<file path="config.mk">
export PLATFORM = sky130hd
export DESIGN_NAME = mem_arbiter_flat
export DESIGN_NICKNAME = d
export VERILOG_FILES = /design/src/rtl/mem_arbiter_pkg.sv /design/src/rtl/mem_arbiter_if.sv /design/src/rtl/mem_arbiter.sv /design/src/flat_wrapper.sv
export SDC_FILE = /design/constraint.sdc
export NUM_CORES = 1
export LEC_CHECK = 0
export CELL_PAD_IN_SITES_DETAIL_PLACEMENT = 2
export CELL_PAD_IN_SITES_GLOBAL_PLACEMENT = 2
export CORE_MARGIN = 5
export CORE_UTILIZATION = 28
export CTS_CLUSTER_DIAMETER = 200
export DETAILED_ROUTE_END_ITERATION = 10
export PLACE_DENSITY = 0.84
export RECOVER_POWER = 100
export SETUP_SLACK_MARGIN = 0.3
export SLEW_MARGIN = 10
export SYNTH_ARGS = -nofsm -noshare
export SYNTH_HDL_FRONTEND = slang
export SYNTH_SLANG_ARGS = --single-unit
</file>
<file path="constraint.sdc">
create_clock -name clk -period 10.2 [get_ports clk]
set_clock_uncertainty 0.1 [all_clocks]
set_input_delay 2.55 -clock clk [delete_from_list [all_inputs] [get_ports clk]]
set_output_delay 2.55 -clock clk [all_outputs]
set_load 0.01 [all_outputs]
</file>
<file path="src/rtl/mem_arbiter_pkg.sv">
`default_nettype none
`timescale 1ns/1ps
// ============================================================================
// Module      : mem_arb_pkg
// Description : Shared types and default widths for the unified-memory arbiter.
// Revision    : 1.0 - initial release
// ============================================================================
package mem_arb_pkg;

    localparam int c_ADDR_W_DEF = 32;
    localparam int c_DATA_W_DEF = 32;
    localparam int c_CNT_W_DEF  = 32;

    typedef enum logic [1:0] {
        ARB_IDLE = 2'd0,
        ARB_DATA = 2'd1,
        ARB_INST = 2'd2
    } arb_state_t;

endpackage
`default_nettype wire

</file>
<file path="src/rtl/mem_arbiter_if.sv">
`default_nettype none
`timescale 1ns/1ps
// ============================================================================
// Module      : mem_arbiter_if
// Description : Single-port memory bus (req/ack, variable latency).
// Revision    : 1.0 - initial release
// ============================================================================
interface mem_arbiter_if
    import mem_arb_pkg::*;
#(
    parameter int ADDR_W = c_ADDR_W_DEF,
    parameter int DATA_W = c_DATA_W_DEF
);
    logic              mem_req;
    logic              mem_we;
    logic [ADDR_W-1:0] mem_addr;
    logic [DATA_W-1:0] mem_wdata;
    logic [DATA_W-1:0] mem_rdata;
    logic              mem_ack;

    modport master (
        output mem_req, mem_we, mem_addr, mem_wdata,
        input  mem_rdata, mem_ack
    );

    modport slave (
        input  mem_req, mem_we, mem_addr, mem_wdata,
        output mem_rdata, mem_ack
    );
endinterface
`default_nettype wire

</file>
<file path="src/rtl/mem_arbiter.sv">
`default_nettype none
`timescale 1ns/1ps
// ============================================================================
// Module      : mem_arbiter
// Description : Shares one unified memory between fetch and data ports,
//               data first, stalling the pipeline until all requests are done.
// Revision    : 1.0 - initial release
// ============================================================================
module mem_arbiter
    import mem_arb_pkg::*;
#(
    parameter int ADDR_W = c_ADDR_W_DEF,
    parameter int DATA_W = c_DATA_W_DEF,
    parameter int CNT_W  = c_CNT_W_DEF
) (
    input  logic              clk,
    input  logic              rst,
    input  logic              if_req,
    input  logic [ADDR_W-1:0] if_addr,
    output logic [DATA_W-1:0] if_data,
    output logic              if_ready,
    input  logic              dm_read,
    input  logic              dm_write,
    input  logic [ADDR_W-1:0] dm_addr,
    input  logic [DATA_W-1:0] dm_wdata,
    output logic [DATA_W-1:0] dm_rdata,
    output logic              dm_ready,
    output logic              stall,
    mem_arbiter_if.master     mem,
    output logic [CNT_W-1:0]  stall_cycles
);

    localparam logic [1:0] c_ST_IDLE = ARB_IDLE;
    localparam logic [1:0] c_ST_DATA = ARB_DATA;
    localparam logic [1:0] c_ST_INST = ARB_INST;

    logic [1:0]        r_state;
    logic              r_inst_v;
    logic              r_data_v;
    logic [DATA_W-1:0] r_if_data;
    logic [DATA_W-1:0] r_dm_rdata;
    logic              r_mem_req;
    logic              r_mem_we;
    logic [ADDR_W-1:0] r_mem_addr;
    logic [DATA_W-1:0] r_mem_wdata;
    logic [CNT_W-1:0]  r_stall_cycles;

    logic w_dm_any;
    logic w_dpend;
    logic w_ipend;
    logic w_stall;

    assign w_dm_any = dm_read | dm_write;
    assign w_dpend  = w_dm_any & ~r_data_v;
    assign w_ipend  = if_req & ~r_inst_v;
    assign w_stall  = w_dpend | w_ipend;

    assign stall         = w_stall;
    assign if_ready      = r_inst_v;
    assign dm_ready      = r_data_v;
    assign if_data       = r_if_data;
    assign dm_rdata      = r_dm_rdata;
    assign stall_cycles  = r_stall_cycles;
    assign mem.mem_req   = r_mem_req;
    assign mem.mem_we    = r_mem_we;
    assign mem.mem_addr  = r_mem_addr;
    assign mem.mem_wdata = r_mem_wdata;

    always_ff @(posedge clk or posedge rst) begin
        if (rst) begin
            r_state        <= c_ST_IDLE;
            r_inst_v       <= 1'b0;
            r_data_v       <= 1'b0;
            r_if_data      <= '0;
            r_dm_rdata     <= '0;
            r_mem_req      <= 1'b0;
            r_mem_we       <= 1'b0;
            r_mem_addr     <= '0;
            r_mem_wdata    <= '0;
            r_stall_cycles <= '0;
        end else begin
            // Pipeline advances on this edge: results have been consumed.
            if (!w_stall) begin
                r_inst_v <= 1'b0;
                r_data_v <= 1'b0;
            end

            case (r_state)
                c_ST_IDLE: begin
                    if (w_dpend) begin
                        r_mem_addr  <= dm_addr;
                        r_mem_we    <= dm_write;
                        r_mem_wdata <= dm_wdata;
                        r_mem_req   <= 1'b1;
                        r_state     <= c_ST_DATA;
                    end else if (w_ipend) begin
                        r_mem_addr <= if_addr;
                        r_mem_we   <= 1'b0;
                        r_mem_req  <= 1'b1;
                        r_state    <= c_ST_INST;
                    end
                end
                c_ST_DATA: begin
                    if (mem.mem_ack) begin
                        r_mem_req <= 1'b0;
                        r_mem_we  <= 1'b0;
                        // A withdrawn request still completes; its result is dropped.
                        if (w_dm_any) begin
                            r_data_v <= 1'b1;
                            if (!dm_write) begin
                                r_dm_rdata <= mem.mem_rdata;
                            end
                        end
                        r_state <= c_ST_IDLE;
                    end
                end
                c_ST_INST: begin
                    if (mem.mem_ack) begin
                        r_mem_req <= 1'b0;
                        if (if_req) begin
                            r_inst_v  <= 1'b1;
                            r_if_data <= mem.mem_rdata;
                        end
                        r_state <= c_ST_IDLE;
                    end
                end
                default: begin
                    r_mem_req <= 1'b0;
                    r_mem_we  <= 1'b0;
                    r_state   <= c_ST_IDLE;
                end
            endcase

            if (w_stall && (r_stall_cycles != {CNT_W{1'b1}})) begin
                r_stall_cycles <= r_stall_cycles + CNT_W'(1);
            end
        end
    end

endmodule
`default_nettype wire

</file>
<file path="src/flat_wrapper.sv">
// flat-port wrapper written by rule: the top's interface ports become plain ports
module mem_arbiter_flat import mem_arb_pkg::*;
#(
    parameter int ADDR_W = c_ADDR_W_DEF,
    parameter int DATA_W = c_DATA_W_DEF,
    parameter int CNT_W  = c_CNT_W_DEF
)
  (clk, rst, if_req, if_addr, if_data, if_ready, dm_read, dm_write, dm_addr, dm_wdata, dm_rdata, dm_ready, stall, stall_cycles, mem_mem_req, mem_mem_we, mem_mem_addr, mem_mem_wdata, mem_mem_rdata, mem_mem_ack);
  mem_arbiter_if #(.ADDR_W(ADDR_W), .DATA_W(DATA_W)) mem_i ();
  input  logic clk;
  input  logic rst;
  input  logic if_req;
  input  logic [ADDR_W-1:0] if_addr;
  output logic [DATA_W-1:0] if_data;
  output logic if_ready;
  input  logic dm_read;
  input  logic dm_write;
  input  logic [ADDR_W-1:0] dm_addr;
  input  logic [DATA_W-1:0] dm_wdata;
  output logic [DATA_W-1:0] dm_rdata;
  output logic dm_ready;
  output logic stall;
  output logic [CNT_W-1:0] stall_cycles;
  output wire logic [$bits(mem_i.mem_req)-1:0] mem_mem_req;
  output wire logic [$bits(mem_i.mem_we)-1:0] mem_mem_we;
  output wire logic [$bits(mem_i.mem_addr)-1:0] mem_mem_addr;
  output wire logic [$bits(mem_i.mem_wdata)-1:0] mem_mem_wdata;
  input wire logic [$bits(mem_i.mem_rdata)-1:0] mem_mem_rdata;
  input wire logic [$bits(mem_i.mem_ack)-1:0] mem_mem_ack;
  assign mem_mem_req = mem_i.mem_req;
  assign mem_mem_we = mem_i.mem_we;
  assign mem_mem_addr = mem_i.mem_addr;
  assign mem_mem_wdata = mem_i.mem_wdata;
  assign mem_i.mem_rdata = mem_mem_rdata;
  assign mem_i.mem_ack = mem_mem_ack;
  mem_arbiter #(.ADDR_W(ADDR_W), .DATA_W(DATA_W), .CNT_W(CNT_W)) u_core (.clk(clk), .rst(rst), .if_req(if_req), .if_addr(if_addr), .if_data(if_data), .if_ready(if_ready), .dm_read(dm_read), .dm_write(dm_write), .dm_addr(dm_addr), .dm_wdata(dm_wdata), .dm_rdata(dm_rdata), .dm_ready(dm_ready), .stall(stall), .mem(mem_i), .stall_cycles(stall_cycles));
endmodule
</file>
======== Word-level counts from Yosys, hierarchy flattened ========
Index checks and enable logic that the tools add are counted.
storage, ports and cells
  register bits ........................... 166
  bits in latches ......................... 0
  bits in writable memories ............... 0
  memory bits (read-only) ................. 0
  input port bits ......................... 134
  output and inout port bits .............. 165
  word-level logic and storage cells ...... 56
  memories ................................ 0
cells by class
  add/sub/neg operators ................... 1
  $mul .................................... 0
  div/mod/pow operators ................... 0
  $lt $le $gt $ge ......................... 0
  eq/ne operators ......................... 6
  shifts and indexed selects .............. 0
  multiplexer cells ....................... 21
  bitwise operators ....................... 8
  reduce and logical (&&, ||, !) cells .... 10
operator list
  cell                                                                     number
  32-bit two-way mux                                                       2
  32-bit by 1-bit adder with 32-bit output, second input constant          1
  32-bit inequality test, second input constant                            1
  1-bit two-way mux                                                        13
  2-bit two-way mux                                                        3
  2-bit AND reduction                                                      3
  3-bit AND reduction                                                      2
  1-bit NOT                                                                4
  2-bit one-hot mux with 2 select lines                                    1
  4-bit AND reduction                                                      1
  3-bit by 1-bit inequality test with 1-bit output, second input constant  1
  1-bit one-hot mux with 3 select lines                                    1
  1-bit bitwise AND                                                        2
  2-bit by 1-bit equality test with 1-bit output, second input constant    1
  2-bit equality test, second input constant                               1
  2-bit zero test                                                          1
  2-bit by 1-bit inequality test with 1-bit output, second input constant  1
  2-bit inequality test, second input constant                             1
  1-bit OR                                                                 2
  1-bit one-hot mux with 2 select lines                                    1
  2-bit nonzero test                                                       1
  2-bit OR reduction                                                       1
  1-bit logical AND                                                        1

======== Longest topological paths before layout ========
  depth after elaboration ................. 7
  gate-level depth with buffers ........... 8
  gate-level depth less buffers ........... 6

======== Worst setup path before layout ========
OpenSTA, ideal clock, no wires.
  kind .................................... in2out
  start point ............................. in dm_read
  end point ............................... out stall
  arrival time ............................ 3361 ps
  data required time ...................... 7550 ps
  path slack .............................. 4189 ps
  stages on the path ...................... 4
  path buffers ............................ 1
  cells stage by stage .................... o21bai_1 > clkbuf_1 > and2_1 > inv_2
between the ends
  longest elaborated chain between the ends .. 3
ends and longest elaborated chain
  element            line                RTL
  start, declared    flat_wrapper.sv:16  input logic dm_read;
  1-bit OR           mem_arbiter.sv:53   assign w_dm_any = dm_read | dm_write;
  1-bit bitwise AND  mem_arbiter.sv:54   assign w_dpend = w_dm_any & ~r_data_v;
  1-bit OR           mem_arbiter.sv:56   assign w_stall = w_dpend | w_ipend;
  end, declared      flat_wrapper.sv:22  output logic stall;
No other way between the ends.

======== Final worst setup path ========
Same ends and word-level chain as after synthesis.

==> results.md <==
- Peak VDD IR: 0.101 mV
- # rows: 57
- Share of cells above drive strength 1: 0.160
- Worst Path Arrival: 4.93 ns
- FF+latch area: a little over 0.004 mm^2
- Reg2reg path depth: 4
- Via density: 4.54
- Wire length on met2: 12500 um
- Largest net degree at the start of global routing: ~110
- Post-route ant nets: 0
- M1 WL: 8570 um
- Crit-path max FO: 36
- Setup crit start kind: primary input
- Failing checks: max-capacitance violations, max-slew violations
- Kind of critical path: primary input to output pin
- Filler-free cell count of the finished design: between 1000 and 1500
- Fmax: 0.132 GHz
- Asr flop ratio synth: 1.00
- Drt drc: 0
- Nets: 954
- Slew headroom: -2.38
- Num CTS Buffers: 17
- Final setup violating endpoints: 0
- Fillers: roughly 2500
- Max Root-Sink Buffers: 2
- Sink Count: 166
- Worst min path class: register to register
- Cell count after synthesis: 518
- Total negative slack: 0 ns
- Fin crit period: ~7.6 ns
- Register area share after synthesis: 0.604
- Measured slew at the worst slew-check pin: 5.05 ns
- Yosys top cell by area: dfrtp_1
- Post-synth top cells: dfrtp_1 (166), mux2_2 (97), nand2_1 (43)
- Placed Cells: 1121
- CTS root buf: clkbuf_16
- Max-cap violations: 6
- Overflow after GRT: 0
- Number of gates resized after cts: 0
- Clk slew on worst S/H paths: ~0.070 ns
- Syn Std Cell Area: 0.00688 mm^2
- RePlAce Congestion: 0.733
- Post-synth EDFFs: 0
- RSZ-0062 raised after global routing: no
- Chip height: approximately 170 um
- Vias: between 5000 and 6000
- Ys Warns: 0
- Top FF cell, synth: dfrtp_1
- Drt wl/cell: 19.9 um
- Top-count cell post-synth: dfrtp_1
- Area Growth Syn to Fin: 55.9%
- Dpl hpwl: 17400 um
- Max layer used: met4
- Core ar.: 0.0242 mm^2
- H-Tree Depth: 4
- Pleak: 4.75 nW
- Post-CTS Setup Inserts: 0
- Vias in the first global route: 5910
- Synth top area share: 0.604
- Part of the cycle the worst path needs: 0.743
- Worst Path Required: 7.55 ns
- Power per cell area: 279 mW/mm^2
- Die area: 0.0278 mm^2
- WHS Path Cells: 2
- Synthesized Nets: 656
- Fin. max-slew vios: between 200 and 300
- Synth cell types: 40
- PortBufs: between 200 and 300
- First-pass GRT wire length: between 30000 and 40000 um
- Multi-input logic area: 0.00253 mm^2
- Clk_lat worst skew: 0.42 ns
- Die width: 167 um
- DRT Wirelength: between 20000 and 25000 um
- Critical Path End Type: output pin
- Final Cell Area: 0.0107 mm^2
- CTS tree: built
- Hold Vio Cnt, Final: 0
- Top post-synthesis cells by area: dfrtp_1 (60%), mux2_2 (16%), mux2i_1 (4.7%)
- Status: complete, but fails checks
- Initial DRC Count: ~140
- Register bit total from synthesis: 166
- Met3 WL: 1410 um
- TritonRoute pass-1 iters: 4
- Initial antenna violation count: 1
- Post-place instance area: 0.0102 mm^2
- Total I/O pin count: 299
- Hold_buf cts: 0
- Starting density of the core: 0.284
- Overall Global Routing Usage: 0.164
- Final Total Pwr: 0.00300 W
- Syn Area/Cell: 13.3 um^2
## where the power goes
part | internal, W | switching [W] | leakage, nW
Combinational | 0.000677 | 0.000577 | 2.43
Sequential | 0.000943 | 0.000160 | 2.04
Clock | 0.000333 | 0.000306 | 0.282
Total | 0.00195 | 0.00104 | 4.75
## cells in the final DEF (no fill, tap or decap), types with 2 or more instances in the layout
cell type,count
nor2b_1,2
mux2_1,3
and3_1,2
xor2_1,17
nand4_1,6
clkbuf_1,2
mux2_2,94
ha_1,4
nand2_1,43
o21ai_0,36
nor2_1,10
mux2i_1,32
xnor2_1,14
inv_8,5
nor4_1,3
dfrtp_1,166
nor3_1,12
or4_4,2
clkdlybuf4s50_1,130
a21oi_1,3
inv_6,4
and4_1,4
inv_1,13
dlygate4sd3_1,168
clkbuf_16,17
nand3_1,11
clkinv_4,2
and2_1,2
nor4b_1,2
## cell type report
| class | instances | area share |
|---|---|---|
| sequential | 166 | 0.387 |
| timing repair buffer | 301 | 0.280 |
| multi-input combinational | 316 | 0.236 |
| clock buffer | 19 | 0.0413 |
| tap | 324 | 0.0378 |
| clock inverter | 13 | 0.0124 |
| inverter | 14 | 0.00502 |
| antenna | 1 | 0.000233 |
## per-layer routing
| metal | up-vias | GRT usage |
|---|---|---|
| li1 | 2411 | - |
| met1 | 2637 | 0.178 |
| met2 | 166 | 0.305 |
| met3 | 24 | 0.0462 |
| met4 | 0 | 0.0555 |
| met5 | - | 0 |
## through the flow
| stage | util | hold slack [ns] | setup WS (ns) |
|---|---|---|---|
| 2_1_floorplan | - | 0.391 | 3.06 |
| 4_1_cts | 0.445 | 0.391 | 2.78 |
| 3_3_place_gp | 0.422 | 0.359 | 2.84 |
| 5_1_grt | 0.442 | 0.406 | 1.95 |
| 3_5_place_dp | 0.422 | 0.373 | 2.79 |
| 6_report | 0.442 | 0.376 | 2.62 |
## state kept, by name, indices dropped and copies added (netlist names)
signal	count
u_core.if_ready	1
u_core.mem.mem_req	1
u_core.stall_cycles	32
u_core.r_state	2
u_core.if_data	32
u_core.dm_ready	1
u_core.dm_rdata	32
u_core.mem.mem_we	1
u_core.mem.mem_addr	32
u_core.mem.mem_wdata	32
## path summary, 6_finish.rpt
path / from / end / slack [ns]
setup / recovery: dm_read / stall / 2.62
hold / removal: u_core.mem.mem_addr[5] / u_core.mem.mem_addr[5] / 0.38
setup reg to reg: u_core.dm_ready / u_core.mem.mem_wdata[10] / 6.50
hold reg to reg: u_core.mem.mem_addr[5] / u_core.mem.mem_addr[5] / 0.38
max in group asynchronous: rst / u_core.mem.mem_addr[27] / 3.00
min in group asynchronous: rst / u_core.mem.mem_wdata[13] / 4.03
## worst max-delay path, stage by stage
cell and delay [ns]:
dlygate4sd3_1 0.61, o21bai_4 0.16, buf_4 0.48, and2_0 0.33, inv_1 0.13, dlygate4sd3_1 0.65
## cell families after synthesis
family / after synthesis / synth area share
buffers and inverters: 36 / 0.0206
AO/OA/AOI/OAI: 45 / 0.0397
adder cells (fa/ha/maj): 4 / 0.00728
multiplexers: 129 / 0.205
XOR/XNOR: 31 / 0.0395
flip-flops: 166 / 0.604
AND/OR/NAND/NOR: 107 / 0.0838
Power figures use the tool's default switching activity.
==> patch, RTL diff (same flow settings) <==
`c_CNT_W_DEF`: 32 -> 64.
--- a/src/rtl/mem_arbiter_pkg.sv
+++ b/src/rtl/mem_arbiter_pkg.sv
@@ -10,5 +10,5 @@
     localparam int c_ADDR_W_DEF = 32;
     localparam int c_DATA_W_DEF = 32;
-    localparam int c_CNT_W_DEF  = 32;
+    localparam int c_CNT_W_DEF  = 64;
 
     typedef enum logic [1:0] {
Interface: changed (resized stall_cycles); port bits go from 299 to 331. The function was not compared with the original's and may differ.
==> patch against the unedited design <==
The flow still finishes with violations (capacitance limit, slew limit). Design area up 20%. Non-clock buffer count up 33. Power up 5.7%. Via count up 32%. Critical path depth down 1. Routed wire length up 34%. Setup slack worse by 75 ps. Synthesized area up 26%. Sequential cell count up 32.
==> patch: results <==
{
  "run_status": "finished, violations left",
  "violations_in_the_final_reports": "capacitance limit, slew limit",
  "routedLengthMet1_mm": 11.64,
  "final.fill_count": 3141,
  "synth_cells": 699,
  "globalRouteTotalUtil": 0.1763,
  "max_cap_viol_count": 5,
  "pre_cts_setup_slack_ps": 2928,
  "netlist-cell-type-count": 53,
  "wl_per_cell_um": 21.39,
  "power.ir.vdd_worst_uv": 112.0,
  "compound_gate_fraction_of_synth_area": 0.03222,
  "startpoint": "dm_write",
  "gp_congestion": 0.7543,
  "post-dp-hpwl_mm": 23.41,
  "numPortBuffers": 330,
  "yosys-top-cells-count": "sky130_fd_sc_hd__dfrtp_1, sky130_fd_sc_hd__mux2_2, sky130_fd_sc_hd__nand2_1",
  "grtUsageMet1": 0.2067,
  "synth_fa_ha_area_frac": 0.005779,
  "synthTopCellsByArea": "sky130_fd_sc_hd__dfrtp_1, sky130_fd_sc_hd__mux2_2, sky130_fd_sc_hd__mux2i_1, sky130_fd_sc_hd__xnor2_1, sky130_fd_sc_hd__nand2_1",
  "critical_path.max_stage_delay_ps": 710,
  "synth_mux_area_frac": 0.1618,
  "power_frac_seq": 0.384,
  "grt_util_met2": 0.3054,
  "placed_cell_area_um2": 12400,
  "nNetsFinal": 1165,
  "global_route_wire_length_before_repair_mm": 46.94,
  "grt_max_degree": 132,
  "drv_slew": 298,
  "synthesis.nets": 837,
  "first_global_vias": 7943,
  "leakage_nw": 5.757,
  "xor_xnor_share_of_the_synthesized_area": 0.06270,
  "worstMarginPinSlew_ps": 5177,
  "timing.critical_path.fanout_max": 10,
  "wl_met2_mm": 15.98,
  "dr.first_iter.drc_count": 196
}
-- patch: cell count changes in the layout (fill, tap and decap cells not counted), sizes merged, moves of 15 or more --
cell | unedited run | this run
nand4 | 7 | 31
xnor2 | 14 | 33
dlygate4sd3 | 168 | 201
nand2 | 43 | 70
dfrtp | 166 | 198
and3 | 2 | 17
-- patch: layout make-up --
cell class	count	area (um2)	area share
multi-input combinational	470	3520	0.2728
antenna	2	5.005	0.0003879
clock buffer	18	429.2	0.03326
inverter	6	22.52	0.001746
timing repair buffer	334	3322	0.2575
sequential	198	4955	0.3840
clock inverter	12	153.9	0.01193
tap	396	495.5	0.03840
-- patch: worst paths after layout --
kind                       cells past startpoint                  endpoint  slack [ps]
max in group asynchronous                      3         u_core.if_data[2]        2570
min                                            2    u_core.mem.mem_addr[4]         380
min in group asynchronous                      2  u_core.mem.mem_wdata[14]        4460
max reg2reg                                    5    u_core.mem.mem_addr[2]        6700
max                                            5                     stall        2550
min reg2reg                                    2    u_core.mem.mem_addr[4]         380
